==> src/rtl/control_fsm.sv <==
// control_fsm: multi-cycle RV32I main controller.
// Sequences FETCH..WRITEBACK, drives datapath enables/mux selects (Moore),
// and decodes ImmSrc combinationally from op for the sign extender.
// Optional feature macro: ILLEGAL_OP_TRAP_EN (unknown opcodes park in TRAP).
module control_fsm #(
    parameter int IMM_SRC_W  = 3,
    parameter int ALU_CTRL_W = 3
) (
    input  logic                  clk,
    input  logic                  rst,
    input  logic [6:0]            op,
    input  logic [2:0]            funct3,
    input  logic                  funct7b5,
    input  logic                  Zero,
    output logic                  PCWrite,
    output logic                  AdrSrc,
    output logic                  MemWrite,
    output logic                  IRWrite,
    output logic                  RegWrite,
    output logic [1:0]            ResultSrc,
    output logic [1:0]            ALUSrcA,
    output logic [1:0]            ALUSrcB,
    output logic [ALU_CTRL_W-1:0] ALUControl,
    output logic [IMM_SRC_W-1:0]  ImmSrc,
    output logic [3:0]            state_o,
    output logic                  illegal_op
);

    typedef enum logic [3:0] {
        S_FETCH    = 4'd0,
        S_DECODE   = 4'd1,
        S_MEMADR   = 4'd2,
        S_MEMREAD  = 4'd3,
        S_MEMWB    = 4'd4,
        S_MEMWRITE = 4'd5,
        S_EXECUTER = 4'd6,
        S_EXECUTEI = 4'd7,
        S_ALUWB    = 4'd8,
        S_BEQ      = 4'd9,
        S_JAL      = 4'd10,
        S_LUI      = 4'd11,
        S_TRAP     = 4'd12
    } state_t;

    localparam logic [ALU_CTRL_W-1:0] ALU_ADD = ALU_CTRL_W'(0);
    localparam logic [ALU_CTRL_W-1:0] ALU_SUB = ALU_CTRL_W'(1);
    localparam logic [ALU_CTRL_W-1:0] ALU_AND = ALU_CTRL_W'(2);
    localparam logic [ALU_CTRL_W-1:0] ALU_OR  = ALU_CTRL_W'(3);
    localparam logic [ALU_CTRL_W-1:0] ALU_SLT = ALU_CTRL_W'(5);

    typedef struct packed {
        logic                  pc_write;
        logic                  adr_src;
        logic                  mem_write;
        logic                  ir_write;
        logic                  reg_write;
        logic [1:0]            result_src;
        logic [1:0]            src_a;
        logic [1:0]            src_b;
        logic [ALU_CTRL_W-1:0] alu_ctrl;
    } ctrl_t;

    state_t                state, state_nx;
    ctrl_t                 ctrl;
    logic [ALU_CTRL_W-1:0] alu_funct;

    // State register; reset abandons any in-flight instruction.
    always_ff @(posedge clk) begin
        if (rst) state <= S_FETCH;
        else     state <= state_nx;
    end

    // ALU operation for EXECUTER/EXECUTEI; sub only for R-type (op[5]=1) with funct7b5.
    always_comb begin
        alu_funct = ALU_ADD;
        case (funct3)
            3'b000:  alu_funct = (funct7b5 & op[5]) ? ALU_SUB : ALU_ADD;
            3'b010:  alu_funct = ALU_SLT;
            3'b110:  alu_funct = ALU_OR;
            3'b111:  alu_funct = ALU_AND;
            default: alu_funct = ALU_ADD;
        endcase
    end

    // Next-state and Moore control outputs; all selects/enables default to 0.
    always_comb begin
        state_nx = S_FETCH;
        ctrl     = '0;
        case (state)
            S_FETCH: begin
                ctrl.ir_write   = 1'b1;
                ctrl.src_b      = 2'b10;
                ctrl.result_src = 2'b10;
                ctrl.pc_write   = 1'b1;
                state_nx        = S_DECODE;
            end
            S_DECODE: begin
                // OldPC + imm lands in ALUOut for a possible branch.
                ctrl.src_a = 2'b01;
                ctrl.src_b = 2'b01;
                case (op)
                    7'b0000011, 7'b0100011: state_nx = S_MEMADR;
                    7'b0110011:             state_nx = S_EXECUTER;
                    7'b0010011:             state_nx = S_EXECUTEI;
                    7'b1100011:             state_nx = S_BEQ;
                    7'b1101111:             state_nx = S_JAL;
                    7'b0110111:             state_nx = S_LUI;
`ifdef ILLEGAL_OP_TRAP_EN
                    default:                state_nx = S_TRAP;
`else
                    default:                state_nx = S_FETCH;
`endif
                endcase
            end
            S_MEMADR: begin
                ctrl.src_a = 2'b10;
                ctrl.src_b = 2'b01;
                state_nx   = op[5] ? S_MEMWRITE : S_MEMREAD;
            end
            S_MEMREAD: begin
                ctrl.adr_src = 1'b1;
                state_nx     = S_MEMWB;
            end
            S_MEMWB: begin
                ctrl.result_src = 2'b01;
                ctrl.reg_write  = 1'b1;
                state_nx        = S_FETCH;
            end
            S_MEMWRITE: begin
                ctrl.adr_src   = 1'b1;
                ctrl.mem_write = 1'b1;
                state_nx       = S_FETCH;
            end
            S_EXECUTER: begin
                ctrl.src_a    = 2'b10;
                ctrl.alu_ctrl = alu_funct;
                state_nx      = S_ALUWB;
            end
            S_EXECUTEI: begin
                ctrl.src_a    = 2'b10;
                ctrl.src_b    = 2'b01;
                ctrl.alu_ctrl = alu_funct;
                state_nx      = S_ALUWB;
            end
            S_LUI: begin
                ctrl.src_a = 2'b11;
                ctrl.src_b = 2'b01;
                state_nx   = S_ALUWB;
            end
            S_ALUWB: begin
                ctrl.reg_write = 1'b1;
                state_nx       = S_FETCH;
            end
            S_JAL: begin
                // PC <= target from ALUOut; ALUResult = OldPC+4 is the link value.
                ctrl.src_a    = 2'b01;
                ctrl.src_b    = 2'b10;
                ctrl.pc_write = 1'b1;
                state_nx      = S_ALUWB;
            end
            S_BEQ: begin
                ctrl.src_a    = 2'b10;
                ctrl.alu_ctrl = ALU_SUB;
                ctrl.pc_write = Zero;
                state_nx      = S_FETCH;
            end
`ifdef ILLEGAL_OP_TRAP_EN
            S_TRAP: state_nx = S_TRAP;
`endif
            default: state_nx = S_FETCH;
        endcase
    end

    // Immediate format depends only on op so the extender is valid in every state.
    always_comb begin
        ImmSrc = IMM_SRC_W'(0);
        case (op)
            7'b0100011: ImmSrc = IMM_SRC_W'(1);
            7'b1100011: ImmSrc = IMM_SRC_W'(2);
            7'b0110111: ImmSrc = IMM_SRC_W'(3);
            7'b1101111: ImmSrc = IMM_SRC_W'(4);
            default:    ImmSrc = IMM_SRC_W'(0);
        endcase
    end

`ifdef ILLEGAL_OP_TRAP_EN
    logic illegal_q;

    // Sticky flag raised on entry to TRAP; only reset clears it.
    always_ff @(posedge clk) begin
        if (rst)                     illegal_q <= 1'b0;
        else if (state_nx == S_TRAP) illegal_q <= 1'b1;
    end

    assign illegal_op = illegal_q & ~rst;
`else
    assign illegal_op = 1'b0;
`endif

    // Enables are forced low for the whole reset window, including the FETCH state it loads.
    assign PCWrite    = ctrl.pc_write  & ~rst;
    assign MemWrite   = ctrl.mem_write & ~rst;
    assign IRWrite    = ctrl.ir_write  & ~rst;
    assign RegWrite   = ctrl.reg_write & ~rst;
    assign AdrSrc     = ctrl.adr_src;
    assign ResultSrc  = ctrl.result_src;
    assign ALUSrcA    = ctrl.src_a;
    assign ALUSrcB    = ctrl.src_b;
    assign ALUControl = ctrl.alu_ctrl;
    assign state_o    = state;

endmodule

==> config.mk <==
export PLATFORM = sky130hd
export DESIGN_NAME = control_fsm
export DESIGN_NICKNAME = d
export VERILOG_FILES = /design/src/rtl/control_fsm.sv
export SDC_FILE = /design/constraint.sdc
export NUM_CORES = 1
export LEC_CHECK = 0
export BUFFER_PORTS_ARGS = -buffer_cell sky130_fd_sc_hd__buf_2
export CAP_MARGIN = 5
export CORE_AREA = 2 2 39 41
export CTS_BUF_LIST = sky130_fd_sc_hd__clkbuf_8
export DETAILED_ROUTE_END_ITERATION = 10
export DIE_AREA = 0 0 41 43
export GPL_ROUTABILITY_DRIVEN = 0
export PLACE_DENSITY_LB_ADDON = 0.05
export SYNTH_ARGS = -nofsm -noshare
export SYNTH_HDL_FRONTEND = slang
export SYNTH_SLANG_ARGS = --single-unit
==> constraint.sdc <==
create_clock -name clk -period 1.5 [get_ports clk]
set_input_delay 0.075 -clock clk [delete_from_list [all_inputs] [get_ports clk]]
set_output_delay 0.075 -clock clk [all_outputs]
set_load 0.1 [all_outputs]
==> results.txt <==
The tools report the endpoint of the worst register-to-register path as state_o[2]$_SDFF_PP0_. The worst reg2reg path depth works out to 4. After synthesis, the largest area contributor takes up 15.5% of total cell area. The run gives 517 um2 as the total standard cell area after synthesis. TritonCTS built the clock tree. Number of H-tree levels: 1.

The cts-stage hold buffer count is 0, and the data arrival time of the worst path is 1.48 ns. Overall overflow remaining after global route: 0. 36 I/O pins were placed. Counting flops with an async set or reset pin after synthesis yields a share of 0%. In this run the critical register-to-register path is launched from state_o[0]$_SDFF_PP0_. Most used flip-flop cell after synthesis: sky130_fd_sc_hd__dfxtp_1. The highest attainable clock frequency is 645 MHz, and the number of iterations in the first detailed-routing pass is 4. For this block, the routed nets add up to 3670 um of wire. The number of cell rows was 14; the number of global-route vias before repair was 850. Required time of the critical path: 1.42 ns. For the number of max-capacitance violations reported, the log shows 0.

The checks that failed: setup timing. Cell taking the most area after synthesis: sky130_fd_sc_hd__dfxtp_1. For the maximum number of pins on one net before global-route repair, the log shows 12. Yosys printed 0 warnings. The register with the most flip-flops in the layout has 4 of them. VDD sags by at most 0.000803 V. By area the synthesized netlist is led by sky130_fd_sc_hd__dfxtp_1, sky130_fd_sc_hd__nor3_1, sky130_fd_sc_hd__nand2b_1. The first-pass GRT wire length is 4280 um. Summed over all cells, the static leakage comes to 0.525 nW. The critical setup path kind was reg2out. Synthesis produced 75 cells.

The post-route netlist has 71.7% of its cells at a drive strength greater than 1. For the reg2reg setup slack, the log shows 0.02 ns. The worst hold path belongs to the class in2reg. The tools report the buffer type at the clock tree root as sky130_fd_sc_hd__clkbuf_8. After floorplanning, the core was sized to cover 1380 um2. The pin slew with the least headroom to its limit is 0.514 ns. The initial antenna violation count came out at 0.

The finished cells cover 1340 um2. STA classifies the critical path startpoint as a flop. The HPWL after detailed placement is 1520 um. For the placed instance area, the log shows 1190 um2. Following the worst setup path forward leads to its endpoint at PCWrite. Measured against its own limit, the worst slew margin works out to 66.0%.

The worst path needs 1.55 ns of the cycle, external delays included. The final critical path takes up 103% of the cycle. Summing internal, switching and leakage power gives 0.000753 W.

The flow ran to the end, but the final reports show violations. Once detail routing completed, the nets flagged for antenna violations numbered 0. The post-synth net total came out at 89.

The later pin in the worst-skew pair is clocked with a latency of 0.22 ns. Kind of end point of the critical path: an output port. Dividing total power by cell area gives a power density of 562 nW/um2.

Counting flops with a built-in enable in the synthesized netlist gives 0. Using the TritonRoute via totals, the vias-per-cell ratio works out to 7.21. Detail-routed net length per standard cell: 27.0 um. The clock slew at the register clock pins of the worst setup and hold paths came out at 0.03 ns.

After synthesis the netlist holds a flip-flop and latch count of 4. The tools report the accumulated negative setup slack as -0.183 ns. The overall global routing resource usage was 35.9%; the synthesis-to-finish area growth was 159%.

The initial standard-cell utilization of the core came out at 37.3%. In this run the tool buffered the top-level ports with 34 buffer cells. The tools report the number of nets in the final layout as 136. Setup repair after global routing could not meet its margin everywhere. Setup violations remaining at the end of the flow were counted as 8.

The number of pins with negative max-slew slack in the final report came out at 0. The number of antenna diodes in the final layout is 0. The floorplan step defined a die boundary enclosing 1760 um2. For the remaining routing DRC violations, the log shows 0. The count of distinct cell types in the synthesized netlist is 34, and the maximum clock insertion buffer count is 2.

The tools report the worst setup path startpoint as state_o[0]$_SDFF_PP0_. The clock tree skew after final layout is 0.00117 ns, and the via total after detailed routing is 981. The run gives 4 as the sink count of the clock tree. Worst setup slack before clock tree synthesis: 0.0550 ns.

The total instance count after detailed placement is 124, and the sequential fraction of the synthesis area is 15.5%. The worst hold path cell count was 3; the floorplan die width was 41 um. Count of final hold-check violations: 0. A synthesized cell averages 6.89 um2. Once layout is complete, the cells apart from fillers number 136. Largest fanout on the critical path: 5.

After the first detailed-routing iteration, the DRC count stood at 80. The setup slack after layout was -0.0507 ns; the die span in y was 43 um. Clock tree synthesis inserted a total of 3 buffers.
## placed cells by master, fill, tap and decap left out, types with 3 or more instances in the layout
| cell | count |
|---|---|
| sky130_fd_sc_hd__buf_2 | 18 |
| sky130_fd_sc_hd__buf_12 | 16 |
| sky130_fd_sc_hd__buf_4 | 13 |
| sky130_fd_sc_hd__nor3_4 | 6 |
| sky130_fd_sc_hd__dfxtp_4 | 4 |
| sky130_fd_sc_hd__nor2b_4 | 3 |
| sky130_fd_sc_hd__o21ai_0 | 3 |
| sky130_fd_sc_hd__a21oi_1 | 3 |
| sky130_fd_sc_hd__clkbuf_8 | 3 |
## cells in the mapped netlist (2+ instances only)
master                      n
sky130_fd_sc_hd__nor2_1     5
sky130_fd_sc_hd__nand2b_1   4
sky130_fd_sc_hd__dfxtp_1    4
sky130_fd_sc_hd__nand4_1    2
sky130_fd_sc_hd__clkbuf_1   3
sky130_fd_sc_hd__nor4_1     3
sky130_fd_sc_hd__o311a_1    2
sky130_fd_sc_hd__a21oi_1    4
sky130_fd_sc_hd__nand2_1    2
sky130_fd_sc_hd__o21ai_0    5
sky130_fd_sc_hd__nor2b_1    3
sky130_fd_sc_hd__nand3_1    2
sky130_fd_sc_hd__xor2_1     2
sky130_fd_sc_hd__nand4b_1   2
sky130_fd_sc_hd__a2111oi_0  2
sky130_fd_sc_hd__nor3_1     8
sky130_fd_sc_hd__a21boi_0   2
sky130_fd_sc_hd__nand3b_1   2
sky130_fd_sc_hd__inv_1      3
## stage by stage
step | hold slack, ns | util [%]
finish | 0.300 | 96.8
detailed placement | 0.368 | 86.3
floorplan | 0.217 | -
CTS | 0.169 | 95.3
global placement | 0.394 | 86.3
global route | 0.310 | 96.8
## repair_timing
item / in CTS / in global routing
setup endpoints to repair: 7 / 9
gates resized for setup: 5 / 6
endpoints found under the hold margin: 0 / 0
buffers inserted: 8 / 1
pin swaps: 1 / 1
## cells by family (layout without fill, tap and decap cells)
kind of cell              after synthesis  after routing  synth area share [%]
and+or+nand+nor                        36             36                  40.2
xor gates and xnor gates                3              3                  5.09
AOI/OAI and AO/OA                      21             21                  29.1
other                                   1              1                 0.726
buffers and inverters                   9             54                  7.50
DFF                                     4              4                  15.5
muxes                                   1              1                  1.94
## report_power, final
group	switching (W)	total (W)	internal, W
Combinational	0.000274	0.000408	0.000134
Clock	0.0000622	0.000234	0.000172
Sequential	0.00000597	0.000111	0.000105
Total	0.000342	0.000753	0.000411
## cell type report
class	count	area (um2)
clock buffers	3	41.3
repair buffers	48	519
multi-input cells	62	653
fillers	24	43.8
flip-flops and latches	4	95.1
well taps	16	20.0
inverters	3	11.3
## how the worst min path moves through the flow
stage | startpoint | to | slack (ns)
6_report | rst | state_o[3]$_SDFF_PP0_ | 0.30
5_1_grt | op[0] | state_o[1]$_SDFF_PP0_ | 0.31
4_1_cts | op[0] | state_o[1]$_SDFF_PP0_ | 0.17
3_5_place_dp | op[0] | state_o[1]$_SDFF_PP0_ | 0.37
3_3_place_gp | op[0] | state_o[1]$_SDFF_PP0_ | 0.39
2_1_floorplan | op[0] | state_o[1]$_SDFF_PP0_ | 0.22
## layer usage
layer	global-route usage (%)	part of all wire (%)	up-vias
met5	0	0	-
met4	22.0	10	0
met3	7.85	13	46
met2	60.3	47	112
met1	37.3	29	444
li1	-	-	379
## worst max-delay path, cell delays in order, from the launching register on
cell,delay (ns)
sky130_fd_sc_hd__dfxtp_4,0.36
sky130_fd_sc_hd__buf_4,0.15
sky130_fd_sc_hd__nor2b_4,0.13
sky130_fd_sc_hd__a21oi_2,0.06
sky130_fd_sc_hd__a2111oi_4,0.34
sky130_fd_sc_hd__buf_12,0.22
Note: power is estimated with default switching activity, not from simulation.
